`config.mk`:
```
export PLATFORM = sky130hd
export DESIGN_NAME = conv_mac_layer_p
export DESIGN_NICKNAME = d
export VERILOG_FILES = /design/src/rtl/conv_mac_layer_p.sv
export SDC_FILE = /design/constraint.sdc
export NUM_CORES = 1
export LEC_CHECK = 0
export CAP_MARGIN = 30
export CELL_PAD_IN_SITES_DETAIL_PLACEMENT = 1
export CELL_PAD_IN_SITES_GLOBAL_PLACEMENT = 1
export CORE_MARGIN = 2
export CORE_UTILIZATION = 44
export DETAILED_ROUTE_END_ITERATION = 8
export GPL_ROUTABILITY_DRIVEN = 0
export GPL_TIMING_DRIVEN = 0
export PLACE_DENSITY_LB_ADDON = 0.12
export RECOVER_POWER = 25
export SETUP_SLACK_MARGIN = 0.05
export SYNTH_ARGS = -nofsm -noshare
export SYNTH_HDL_FRONTEND = slang
export SYNTH_SLANG_ARGS = --single-unit
```
`constraint.sdc`:
```
create_clock -name clk -period 2.6 [get_ports clk]
set_clock_uncertainty 0.05 [all_clocks]
set_input_delay 0.52 -clock clk [delete_from_list [all_inputs] [get_ports clk]]
set_output_delay 0.52 -clock clk [all_outputs]
set_load 0.05 [all_outputs]
```
`src/rtl/conv_mac_layer_p.sv`:
```
// -----------------------------------------------------------------------------
// conv_mac_layer_p
// Streaming convolution layer. Each accepted sample (Start=1) multiplies
// Image by Filter and adds the product to a running window accumulator. After
// KERNEL_LEN taps the window sum is stored in a NUM_OUT-entry result buffer.
// Once every entry is stored the block is Full and drains one result per
// ReadEn cycle. It then returns to idle, ready for the next pass.
//
// Parameters
//   DATA_W     : width of Image / Filter samples
//   KERNEL_LEN : taps per output window (>= 1)
//   NUM_OUT    : output windows per pass (>= 1)
//   SIGNED     : 1 = two's complement operands and results, 0 = unsigned
//   RELU       : 1 = negative results read back as 0 (signed mode only)
//   OUT_W      : derived result width, 2*DATA_W + max(1, clog2(KERNEL_LEN))
//
// Ports
//   clk         : rising-edge clock
//   rst         : asynchronous active-high reset
//   Start       : sample qualifier, Image/Filter consumed when high
//   Image       : image sample
//   Filter      : filter coefficient
//   ReadEn      : read request, honoured only while Full
//   ConvResult  : registered read-out value
//   ResultValid : high for the cycle after an accepted read
//   Busy        : block is accumulating or holding results
//   Full        : all results stored, draining
// -----------------------------------------------------------------------------
module conv_mac_layer_p #(
    parameter int DATA_W     = 4,
    parameter int KERNEL_LEN = 3,
    parameter int NUM_OUT    = 5,
    parameter int SIGNED     = 0,
    parameter int RELU       = 0,
    localparam int LOG_K     = (KERNEL_LEN > 1) ? $clog2(KERNEL_LEN) : 1,
    localparam int OUT_W     = 2 * DATA_W + LOG_K
) (
    input  logic              clk,
    input  logic              rst,
    input  logic              Start,
    input  logic [DATA_W-1:0] Image,
    input  logic [DATA_W-1:0] Filter,
    input  logic              ReadEn,
    output logic [OUT_W-1:0]  ConvResult,
    output logic              ResultValid,
    output logic              Busy,
    output logic              Full
);

    localparam int PW    = 2 * DATA_W;
    localparam int TAP_W = LOG_K;
    localparam int PTR_W = (NUM_OUT > 1) ? $clog2(NUM_OUT) : 1;

    localparam logic [TAP_W-1:0] TAP_LAST = TAP_W'(KERNEL_LEN - 1);
    localparam logic [PTR_W-1:0] PTR_LAST = PTR_W'(NUM_OUT - 1);

    typedef enum logic [1:0] {
        IDLE  = 2'd0,
        ACCUM = 2'd1,
        FULL  = 2'd2
    } state_t;

    state_t             state_q, state_d;
    logic [OUT_W-1:0]   acc_q, acc_d;
    logic [TAP_W-1:0]   tap_q, tap_d;
    logic [PTR_W-1:0]   wr_q, wr_d;
    logic [PTR_W-1:0]   rd_q, rd_d;
    logic [OUT_W-1:0]   res_q, res_d;
    logic               valid_q, valid_d;

    logic [OUT_W-1:0]   buf_mem [NUM_OUT];
    logic               buf_we;
    logic [OUT_W-1:0]   sum;
    logic [OUT_W-1:0]   rd_val;

    logic [PW-1:0]      img_x, flt_x, prod;
    logic [OUT_W-1:0]   prod_ext;

    // Operands are widened to 2*DATA_W before multiplying, so the low
    // 2*DATA_W bits of the unsigned product equal the true (signed or
    // unsigned) product. The product is then extended to the accumulator width.
    generate
        if (SIGNED != 0) begin : g_signed
            assign img_x    = {{DATA_W{Image[DATA_W-1]}}, Image};
            assign flt_x    = {{DATA_W{Filter[DATA_W-1]}}, Filter};
            assign prod_ext = {{LOG_K{prod[PW-1]}}, prod};
        end else begin : g_unsigned
            assign img_x    = {{DATA_W{1'b0}}, Image};
            assign flt_x    = {{DATA_W{1'b0}}, Filter};
            assign prod_ext = {{LOG_K{1'b0}}, prod};
        end
    endgenerate

    assign prod = img_x * flt_x;
    assign sum  = acc_q + prod_ext;

    assign rd_val = buf_mem[rd_q];

    always_comb begin
        state_d = state_q;
        acc_d   = acc_q;
        tap_d   = tap_q;
        wr_d    = wr_q;
        rd_d    = rd_q;
        res_d   = res_q;
        valid_d = 1'b0;
        buf_we  = 1'b0;

        case (state_q)
            // IDLE and ACCUM take samples the same way. The first sample out
            // of IDLE is simply tap 0 of the first window.
            IDLE, ACCUM: begin
                if (Start) begin
                    state_d = ACCUM;
                    if (tap_q == TAP_LAST) begin
                        buf_we = 1'b1;
                        acc_d  = '0;
                        tap_d  = '0;
                        wr_d   = wr_q + 1'b1;
                        if (wr_q == PTR_LAST) begin
                            state_d = FULL;
                        end
                    end else begin
                        acc_d = sum;
                        tap_d = tap_q + 1'b1;
                    end
                end
            end

            // Start is ignored here. Samples offered while draining are dropped.
            FULL: begin
                if (ReadEn) begin
                    valid_d = 1'b1;
                    if ((RELU != 0) && (SIGNED != 0) && rd_val[OUT_W-1]) begin
                        res_d = '0;
                    end else begin
                        res_d = rd_val;
                    end
                    if (rd_q == PTR_LAST) begin
                        state_d = IDLE;
                        wr_d    = '0;
                        rd_d    = '0;
                    end else begin
                        rd_d = rd_q + 1'b1;
                    end
                end
            end

            default: begin
                state_d = IDLE;
            end
        endcase
    end

    always_ff @(posedge clk or posedge rst) begin
        if (rst) begin
            state_q <= IDLE;
            acc_q   <= '0;
            tap_q   <= '0;
            wr_q    <= '0;
            rd_q    <= '0;
            res_q   <= '0;
            valid_q <= 1'b0;
        end else begin
            state_q <= state_d;
            acc_q   <= acc_d;
            tap_q   <= tap_d;
            wr_q    <= wr_d;
            rd_q    <= rd_d;
            res_q   <= res_d;
            valid_q <= valid_d;
        end
    end

    // Result storage carries no reset. Stale contents are never read, because
    // reads are only honoured after every entry of the pass has been written.
    always_ff @(posedge clk) begin
        if (buf_we) begin
            buf_mem[wr_q] <= sum;
        end
    end

    assign ConvResult  = res_q;
    assign ResultValid = valid_q;
    assign Busy        = (state_q != IDLE);
    assign Full        = (state_q == FULL);

endmodule

```
-- After elaboration in Yosys (flattened, before gate mapping)
Memory sizes are Yosys's and may differ from the RTL's. A register that Yosys moved wholly into a read port is not among the register bits.
Index checks and enable logic that the tools add are counted.
- add/sub/neg operators: 4
- multipliers: 1
- equal/unequal tests: 9
- multiplexer cells: 21
- reduce and logical (&&, ||, !) cells: 8
- operators by type and width (kind ; number):
    3-bit 2-to-1 mux ; 5
    2-bit 2-to-1 mux ; 6
    10-bit by 8-bit adder with 10-bit output ; 1
    10-bit 2-to-1 mux ; 1
    4-bit by 4-bit multiplier with 8-bit output ; 1
    1-bit 2-to-1 mux ; 7
    3-bit by 1-bit adder with 3-bit output (second input constant) ; 2
    3-bit equality test (second input constant) ; 2
    2-bit != test (second input constant) ; 3
    3-bit case mux with 2 select lines ; 1
    5-bit AND reduction ; 1
    2-bit equality test (second input constant) ; 2
    2-bit case mux with 2 select lines ; 1
    2-bit AND reduction ; 2
    2-bit nonzero test ; 2
    3-bit AND reduction ; 1
    2-bit by 1-bit adder with 2-bit output (second input constant) ; 1
    2-bit by 1-bit equality test with 1-bit output (second input constant) ; 1
    2-bit zero test ; 1
    2-bit by 1-bit != test with 1-bit output (second input constant) ; 1
    2-bit OR reduction ; 1
- bits in registers: 21
- memory bits (writable): 50
- input bits: 12
- logic and storage cells: 50
- memories kept: 1
- memories (name ; words ; bits a word ; read ports ; clocked after memory_dff ; write ports ; line ; source):
    buf_mem ; 5 ; 10 ; 1 ; 1 ; 1 ; 71 ; logic [OUT_W-1:0] buf_mem [NUM_OUT];

-- Depth between registers and ports, before layout
Gate-level depths: netlist of run 1.
- depth after elaboration: 6
- mapped depth: 12

-- Worst setup path before layout of run 1
OpenSTA, ideal clock, no wires.
- path kind: input port to flip-flop
- start point: input Image[0]
- end point: memory buf_mem[0][8] (netlist bit) (data pin)
- library setup time: 0.274 ns
- arrival time: 3.307 ns
- data required time: 2.276 ns
- path slack: -1.031 ns
- stages on the path: 10
- buffers on the path: 0
- cell sequence: nand2_1 fa_1 fa_1 fa_1 inv_1 ha_1 o21a_1 a211o_2 and2_4 xor2_1
- cells in the longest elaborated chain, start to end: 2
- ends and longest elaborated chain (element ; line ; source):
    start: declaration ; 41 ; input logic [DATA_W-1:0] Image,
    4-bit by 4-bit multiplier with 8-bit output ; 94 ; assign prod = img_x * flt_x;
    10-bit by 8-bit adder with 10-bit output ; 95 ; assign sum = acc_q + prod_ext;
    named net sum[8] ; 73 ; logic [OUT_W-1:0] sum;
    end: declaration ; 71 ;
The timed path passes the listed nets, and every way through them passes these cells.

-- Final worst setup path of run 1
- start point: input Image[1]
- end point: memory buf_mem[1][8] (netlist bit) (data pin)
Same word-level chain as after synthesis.

==> results of run 1 <==
## path summary, 6_finish.rpt
kind	startpoint	end	slack, ns	cells after the start
max	Image[1]	buf_mem[1][8]	-0.70	11
min reg2reg	state_q[1]	state_q[0]	0.45	1
max reg2reg	acc_q[2]	buf_mem[1][8]	-0.04	6
max in group asynchronous	rst	ConvResult[7]	0.52	3
min in group asynchronous	rst	tap_q[0]	0.64	2
min	state_q[1]	state_q[0]	0.45	1
## area by class of cell
cell class,instances,area share (%)
sequential,81,45.9
tap,108,2.72
timing repair buffer,40,7.51
clock inverter,6,1.36
clock buffer,10,2.57
inverter,32,2.42
multi-input combinational,183,36.7
buffer,9,0.807
## what timing repair did
| item | 4_1_cts | 5_1_grt |
|---|---|---|
| setup buffers | 7 | 3 |
| gates resized for setup | 56 | 15 |
| setup endpoints to repair | 48 | 56 |
| pin swaps | 16 | 13 |
## synth_stat cells (all sizes together), types with 3 or more instances
library cell	count
xnor2	4
inv	32
clkbuf	6
edfxtp	50
ha	22
a22o	7
a211o	3
a21oi	15
nand2	19
nor2	18
fa	9
o21ai	12
buf	3
mux2i	10
a21o	4
dfrtp	31
mux4	10
nand3	4
and2	10
## layer usage
metal	wire [microns]	share of wire, %	vias to the layer above	global-route usage (%)
met3	304	3.3	23	3.23
met4	295	3.2	0	9.80
met2	4700	52	61	34.3
met1	3790	42	1321	23.1
met5	0	0	-	0
li1	-	-	1208	-
## critical path: cells and delay by family
family / cells / cell delay, ns
buf+inv: 2 / 0.13
simple gates: 2 / 0.20
fa+ha+maj: 4 / 1.73
xor+xnor: 1 / 0.17
compound gates: 2 / 0.57
## kinds of logic (layout without fill, tap and decap cells)
family                     after synthesis  count (layout)
AOI/OAI and AO/OA                       55              55
xor gates and xnor gates                 6               6
adders and majority gates               31              31
buffers and inverters                   41              97
DFF                                     81              81
muxes                                   20              20
and+or+nand+nor                         71              71
## metrics by stage
step	cells	setup slack [ns]	hold slack, ns	area (sq um)
CTS	466	-0.736	0.454	4920
global placement	437	-1.64	0.431	4470
global route	469	-0.758	0.495	4960
detailed placement	443	-1.68	0.434	4560
finish	469	-0.697	0.450	4960
floorplan	305	-0.806	0.392	4090
## power groups by stage
stage               Combinational [mW]  Sequential, mW  Clock [mW]
floorplan                         1.30            2.04           0
global placement                  1.81            1.96           0
detailed placement                1.93            1.98           0
CTS                               2.23            1.96       0.938
global route                      2.59            1.99       0.973
finish                            2.38            1.96       0.920
## sequential cells by signal (all words and copies together), names as in the netlist
name,cells
buf_mem,50
ConvResult,10
acc_q,10
rd_q,3
wr_q,3
state_q,2
tap_q,2
ResultValid,1
==> impl_metrics.json, run 1 <==
{
  "combPwrFrac_pct": 45.3,
  "synthFlopType": "edfxtp_1",
  "netlist_area_sq_um": 4010,
  "grt_pass1_wl_microns": 14500,
  "clock-root-buffer": "clkbuf_8",
  "clk_pin_slew_worst_paths_ns": 0.09,
  "crit_required_ns": 2.63,
  "fill_cells": 893,
  "synthTopCellsByArea": "edfxtp_1 (37%), dfrtp_1 (19%), ha_1 (6.9%)",
  "period_share_pct": 127,
  "cts.sinks": 81,
  "p_sw_mw": 1.96,
  "final_cell_mix": "edfxtp_1 (50), dfrtp_1 (31), inv_1 (30)",
  "synthAdderAreaFrac_pct": 11.4,
  "end_kind": "register",
  "numCtsBuffers": 9,
  "routed-via-count": 2613,
  "rsz0062_at_grt": "true",
  "grt_max_degree": 18,
  "multi_input_area_sq_um": 1820,
  "synth-async-reset-ratio_pct": 38.3,
  "synth_top_family_by_area": "adder cells",
  "dieArea_sq_um": 9890,
  "tightest_slew_ns": 1.00,
  "routed_wl_microns": 9090,
  "via_per_inst": 5.57,
  "drc_errors": 0,
  "maxCapViolCount": 0,
  "regArea_sq_um": 2280,
  "core_sq_um": 8760,
  "max_freq_mhz": 303,
  "p_int_mw": 3.30,
  "drt-initial-drc-count": 73,
  "path_cells": "buf_8 -> nand2_4 -> fa_1 -> fa_1 -> fa_1 -> inv_2 -> ha_4 -> o21a_1 -> a211o_2 -> and2_4 -> xor2_4",
  "start_util_pct": 45.7,
  "status": "complete, but fails checks",
  "cp_common_cell": "fa_1",
  "grt_pass1_vias": 2817,
  "critical_path.max_stage_delay_ns": 0.55,
  "port_buffers": 24,
  "clock_power_share_pct": 17.5,
  "synth_edf_count": 50,
  "cts_tree": "built",
  "overflow": 0,
  "area_growth_pct": 23.9,
  "drv_slew": 0,
  "setup_viol_count_final": 42,
  "start_kind": "primary input",
  "firstDrtPassIters": 4,
  "yosys.area.top_type": "edfxtp_1",
  "synth-xor-area-share_pct": 1.31,
  "fin_setup_tns_ns": -22.40,
  "hold_path.class": "reg2reg",
  "post-route-util_pct": 56.6,
  "die_h_microns": 99.4,
  "p_per_area_nw_per_um2": 1060,
  "slew_headroom_pct": 33.0,
  "violations": "setup timing",
  "hold_buffers": 0,
  "syn_area_per_cell_sq_um": 13.1,
  "io_pins": 25,
  "fin_nets": 399,
  "synth.distinct_cells": 48,
  "synthCells": 305,
  "seq_power_share_pct": 37.2,
  "swShare_pct": 37.3,
  "vdd_drop_max_v": 0.000402,
  "muxShareOfSynthArea_pct": 8.12,
  "wl_per_cell_microns": 19.4,
  "finalWorstSetupSlack_ns": -0.697,
  "path_class": "in2reg",
  "crit_arrival_ns": 3.33,
  "hold_viol": 0,
  "synth_compound_area_share_pct": 9.24,
  "min_period_ns": 3.30,
  "drive_gt1_share_pct": 25.2,
  "n_antenna_cell": 0,
  "clk_path_buf_depth": 2,
  "antenna_left": 0,
  "synth_nets": 348,
  "dp_hpwl_microns": 6480,
  "antenna_found_initial": 0,
  "htree_num_levels": 3,
  "synth_top_cell_area_share_pct": 37.5,
  "clk_latency_ns": 0.35,
  "row_count": 34,
  "synth-simple-area-share_pct": 9.15,
  "yosys_warnings": 0,
  "grt_usage_pct": 19.5,
  "cp_max_fo": 5,
  "yosysSeqAreaShare_pct": 56.8,
  "ys_ff_latch": 81,
  "power.leakage_nw": 2.01,
  "mostFrequentLayoutCell": "edfxtp_1",
  "finalPower_mw": 5.25,
  "die_w_microns": 99.4,
  "crit_slowest_cell": "fa_1"
}
No activity file was read; power rests on OpenSTA's default activity.
==> inputs of run 2 (changes only) <==
--- a/config.mk
+++ b/config.mk
@@ -8,7 +8,7 @@
 export CAP_MARGIN = 30
 export CELL_PAD_IN_SITES_DETAIL_PLACEMENT = 1
 export CELL_PAD_IN_SITES_GLOBAL_PLACEMENT = 1
-export CORE_MARGIN = 2
+export CORE_MARGIN = 4
 export CORE_UTILIZATION = 44
 export DETAILED_ROUTE_END_ITERATION = 8
 export GPL_ROUTABILITY_DRIVEN = 0
==> run 2 against run 1 <==
Compared with the run above: the run still ends with setup timing left; non-clock buffer count is 2 higher; clock power is 0.9% higher; core utilization rose by 0.24 points; fmax rose by 0.72%; die area grew 8.2%; critical endpoint is now buf_mem[4][8].
==> impl_metrics.json, run 2 (same netlist as run 1, synthesis figures left out) <==
{
  "status": "complete, but fails checks",
  "violations": "setup timing",
  "drive_gt1_share_pct": 25.3,
  "max_freq_mhz": 306,
  "drt-initial-drc-count": 120,
  "grt_usage_pct": 17.8,
  "mostFrequentLayoutCell": "edfxtp_1",
  "crit_slowest_cell": "fa_1",
  "cp_max_fo": 5,
  "crit_required_ns": 2.64,
  "overflow": 0,
  "path_class": "in2reg",
  "clk_latency_ns": 0.35,
  "cts.sinks": 81,
  "setup_viol_count_final": 42,
  "end_kind": "register",
  "io_pins": 25,
  "dieArea_sq_um": 10700,
  "via_per_inst": 5.42,
  "hold_viol": 0,
  "maxCapViolCount": 0,
  "period_share_pct": 126,
  "clk_path_buf_depth": 2,
  "grt_pass1_wl_microns": 14200,
  "min_period_ns": 3.27,
  "power.leakage_nw": 2.03,
  "final_cell_mix": "edfxtp_1 (50), dfrtp_1 (31), inv_1 (30)",
  "dp_hpwl_microns": 6090,
  "critical_path.max_stage_delay_ns": 0.55,
  "tightest_slew_ns": 1.36,
  "numCtsBuffers": 9,
  "die_h_microns": 103,
  "crit_arrival_ns": 3.31,
  "wl_per_cell_microns": 17.8,
  "finalPower_mw": 5.36,
  "fin_setup_tns_ns": -20.86,
  "regMostFlops": "buf_mem",
  "start_kind": "primary input",
  "drv_slew": 0,
  "n_antenna_cell": 0,
  "start_util_pct": 45.5,
  "slew_headroom_pct": 9.15,
  "p_per_area_nw_per_um2": 1070,
  "cp_common_cell": "fa_1",
  "grt_pass1_vias": 2776,
  "pre_cts_slack_ns": -1.74,
  "routed_wl_microns": 8380,
  "grt_max_degree": 23,
  "largest_reg_flops": 50,
  "clock-root-buffer": "clkbuf_8",
  "die_w_microns": 103,
  "drc_errors": 0,
  "htree_num_levels": 3,
  "port_buffers": 24,
  "whs_ns": 0.469,
  "finalWorstSetupSlack_ns": -0.673,
  "fin_nets": 401,
  "routed-via-count": 2553,
  "cts_tree": "built",
  "vdd_drop_max_v": 0.000457,
  "antenna_left": 0,
  "antenna_found_initial": 0,
  "hold_path.class": "reg2reg",
  "path_cells": "buf_8 -> nand2_8 -> fa_1 -> fa_1 -> fa_1 -> inv_2 -> ha_4 -> o21a_1 -> a211o_2 -> and2_4 -> xor2_4",
  "rsz0062_at_grt": "true",
  "row_count": 34,
  "core_sq_um": 8810,
  "firstDrtPassIters": 4,
  "clk_pin_slew_worst_paths_ns": 0.08,
  "area_growth_pct": 25.0
}
run 2: per-layer routing:
| layer | track usage (%) | vias to the layer above | routed length (microns) | share of wire (%) |
|---|---|---|---|---|
| li1 | - | 1212 | - | - |
| met1 | 23.0 | 1299 | 3720 | 44 |
| met2 | 30.3 | 34 | 4320 | 52 |
| met3 | 3.42 | 8 | 243 | 2.9 |
| met4 | 5.68 | 0 | 96 | 1.1 |
| met5 | 0 | - | 0 | 0 |
run 2: power breakdown:
group | total (mW) | leakage [nW] | internal (mW) | switching (mW)
combinational | 2.48 | 1.10 | 1.13 | 1.35
clock | 0.928 | 0.100 | 0.452 | 0.476
sequential | 1.95 | 0.826 | 1.81 | 0.146
total | 5.36 | 2.03 | 3.39 | 1.97
run 2: timing repair:
item / in CTS / in global routing
endpoints found under the setup margin: 58 / 43
resized for setup: 59 / 18
setup buffers: 8 / 6
pin swaps: 16 / 17
hold buffers: 0 / 0
run 2: area by class of cell:
class	instances	area [sq um]
Buffer	9	40.0
Clock buffer	9	124
Clock inverter	7	77.6
Fill cell	881	3800
Inverter	32	120
Multi-Input combinational cell	183	1840
Sequential cell	81	2280
Tap cell	108	135
Timing Repair Buffer	42	392
run 2: path summary, 6_finish.rpt:
check | depth (start not counted) | slack [ns] | end | from
min in group asynchronous | 2 | 0.54 | tap_q[1] | rst
worst max register to register | 6 | 0.04 | buf_mem[4][8] | acc_q[2]
worst min-delay path | 1 | 0.47 | state_q[0] | state_q[1]
max in group asynchronous | 3 | 0.36 | rd_q[2] | rst
worst min register to register | 1 | 0.47 | state_q[0] | state_q[1]
worst max-delay path | 11 | -0.67 | buf_mem[4][8] | Image[2]
run 2: stage by stage:
step                cell area, sq um  cells  utilization [%]
floorplan                       4090    305                -
global placement                4470    437             50.8
detailed placement              4550    442             51.6
CTS                             4920    466             55.9
global route                    5010    471             56.9
finish                          5010    471             56.9
run 2: worst max-delay path: cells and delay by family:
| family | cells | cell delay, ns |
|---|---|---|
| compound gates | 2 | 0.54 |
| buf+inv | 2 | 0.14 |
| xor+xnor | 1 | 0.16 |
| fa+ha+maj | 4 | 1.75 |
| simple gates | 2 | 0.20 |
==> inputs of run 3 (changes only) <==
--- a/config.mk
+++ b/config.mk
@@ -9,7 +9,7 @@
 export CELL_PAD_IN_SITES_DETAIL_PLACEMENT = 1
 export CELL_PAD_IN_SITES_GLOBAL_PLACEMENT = 1
 export CORE_MARGIN = 4
-export CORE_UTILIZATION = 44
+export CORE_UTILIZATION = 47
 export DETAILED_ROUTE_END_ITERATION = 8
 export GPL_ROUTABILITY_DRIVEN = 0
 export GPL_TIMING_DRIVEN = 0
==> constraint.sdc (replaced) <==
create_clock -name clk -period 3.2 [get_ports clk]
set_clock_uncertainty 0.05 [all_clocks]
set_input_delay 0.64 -clock clk [delete_from_list [all_inputs] [get_ports clk]]
set_output_delay 0.64 -clock clk [all_outputs]
set_load 0.05 [all_outputs]
==> run 3 against run 2 <==
Compared with the run above: the flow still finishes with violations (setup timing); global-route usage grew 1.2 points; die area shrank 5.9%; clock power is 30% lower; sequential share of layout area is 0.93 points higher; hold slack got worse by 0.018 ns; core utilization up 2.6 points; worst setup slack improved by 0.48 ns; final area fell by 2.0%; critical path type unchanged.
==> impl_metrics.json, run 3 (same netlist as run 1, synthesis figures left out) <==
{
  "die_w_microns": 100,
  "largest_reg_flops": 50,
  "overflow": 0,
  "mostFrequentLayoutCell": "edfxtp_1",
  "combPwrFrac_pct": 46.4,
  "grt_pass1_wl_microns": 14500,
  "die_h_microns": 100,
  "firstDrtPassIters": 4,
  "dieArea_sq_um": 10100,
  "finalWorstSetupSlack_ns": -0.192,
  "routed-via-count": 2523,
  "p_sw_mw": 1.56,
  "drive_gt1_share_pct": 22.7,
  "n_antenna_cell": 0,
  "cts.sinks": 81,
  "antenna_left": 0,
  "max_freq_mhz": 295,
  "start_util_pct": 48.5,
  "wl_per_cell_microns": 18.8,
  "min_period_ns": 3.39,
  "numCtsBuffers": 9,
  "drv_slew": 0,
  "routed_wl_microns": 8770,
  "p_int_mw": 2.62,
  "fin_nets": 400,
  "grt_max_degree": 23,
  "area_growth_pct": 22.5,
  "period_share_pct": 106,
  "finalNonFillerCells": 467,
  "hold_viol": 0,
  "violations": "setup timing",
  "worstReg2RegStart": "acc_q[2]",
  "vdd_drop_max_v": 0.000385,
  "p_per_area_nw_per_um2": 852,
  "via_per_inst": 5.40,
  "dp_hpwl_microns": 6300,
  "dp_cells": 438,
  "clk_path_buf_depth": 2,
  "port_buffers": 24,
  "drc_errors": 0,
  "seq_power_share_pct": 38.1,
  "final_cell_mix": "edfxtp_1 (50), dfrtp_1 (31), inv_1 (30)",
  "grt_usage_pct": 19.0,
  "path_class": "in2reg",
  "drt-initial-drc-count": 97,
  "swShare_pct": 37.4,
  "maxCapViolCount": 0,
  "design_area_sq_um": 4910,
  "grt_pass1_vias": 2776,
  "tightest_slew_ns": 1.30,
  "setup.worst_path.start": "Filter[2]",
  "cts_tree": "built",
  "core_sq_um": 8260,
  "clk_latency_ns": 0.35,
  "setup_viol_count_final": 30,
  "status": "complete, but fails checks",
  "placed_area_sq_um": 4510,
  "start_kind": "primary input",
  "min_from": "state_q[1]",
  "hold_path.class": "reg2reg",
  "end_kind": "register",
  "io_pins": 25,
  "power.leakage_nw": 2.00,
  "cp_max_fo": 5,
  "pre_cts_slack_ns": -1.19,
  "crit_required_ns": 3.23,
  "fill_cells": 859,
  "crit_arrival_ns": 3.42,
  "clock-root-buffer": "clkbuf_8",
  "row_count": 33,
  "antenna_found_initial": 0,
  "slew_headroom_pct": 13.3,
  "clock_power_share_pct": 15.4,
  "htree_num_levels": 3,
  "regMostFlops": "buf_mem",
  "rsz0062_at_grt": "true",
  "clk_pin_slew_worst_paths_ns": 0.08
}
[run 3: cell count changes in the layout (fill, tap and decap cells not counted), sizes merged]
cell           before  now
dlygate4sd2         0    1
clkbuf             16   17
clkdlybuf4s15       1    0
buf                26   25
bufinv              1    0
clkinv              3    5
inv                34   32
[run 3: metal layers]
| metal | track usage, % | vias up | part of all wire (%) | routed length (microns) |
|---|---|---|---|---|
| met1 | 23.7 | 1267 | 45 | 3920 |
| met2 | 33.7 | 43 | 51 | 4480 |
| met5 | 0 | - | 0 | 0 |
| li1 | - | 1205 | - | - |
| met4 | 4.87 | 0 | 1.1 | 100 |
| met3 | 3.68 | 8 | 3.0 | 262 |
[run 3: through the flow]
| stage | TNS (ns) | power [mW] | utilization [%] | hold slack (ns) |
|---|---|---|---|---|
| 6_report | -2.52 | 4.18 | 59.4 | 0.451 |
| 4_1_cts | -4.30 | 4.09 | 59.0 | 0.466 |
| 5_1_grt | -4.54 | 4.45 | 59.4 | 0.499 |
| 2_1_floorplan | -4.18 | 2.70 | - | 0.392 |
| 3_3_place_gp | -55.29 | 3.04 | 53.8 | 0.430 |
| 3_5_place_dp | -42.60 | 3.16 | 54.6 | 0.441 |
[run 3: path summary, 6_finish.rpt]
check	slack, ns	to	depth (start not counted)
max	-0.19	buf_mem[3][8]	11
min	0.45	state_q[0]	1
max reg2reg	0.61	buf_mem[3][8]	6
min reg2reg	0.45	state_q[0]	1
max in group asynchronous	0.87	ConvResult[0]	3
min in group asynchronous	0.68	tap_q[0]	2
[run 3: final cells by class]
type	count	area [sq um]	share of cell area [%]
Clock buffer	10	128	2.60
Timing Repair Buffer	41	393	8.00
Clock inverter	6	35.0	0.714
Multi-Input combinational cell	183	1780	36.3
Tap cell	105	131	2.68
Inverter	32	120	2.45
Sequential cell	81	2280	46.4
Buffer	9	40.0	0.816
[run 3: worst max-delay path, cell delays in order]
cell     delay [ns]
buf_8          0.08
nand2_4        0.05
fa_1           0.56
fa_1           0.43
fa_1           0.50
inv_2          0.05
ha_4           0.25
o21a_1         0.22
a211o_2        0.31
and2_4         0.16
xor2_4         0.16
[run 3: power by group through the flow]
stage	Sequential [mW]	Combinational (mW)	Clock [mW]
2_1_floorplan	1.65	1.05	0
3_3_place_gp	1.60	1.44	0
3_5_place_dp	1.61	1.55	0
4_1_cts	1.59	1.84	0.656
5_1_grt	1.62	2.12	0.706
6_report	1.59	1.94	0.645
[run 3: what timing repair did]
item | CTS | global route
setup endpoints to repair | 43 | 36
gates cloned | 0 | 0
pin swaps | 13 | 24
resized for setup | 60 | 12
hold buffers | 0 | 0
buffers inserted | 11 | 3
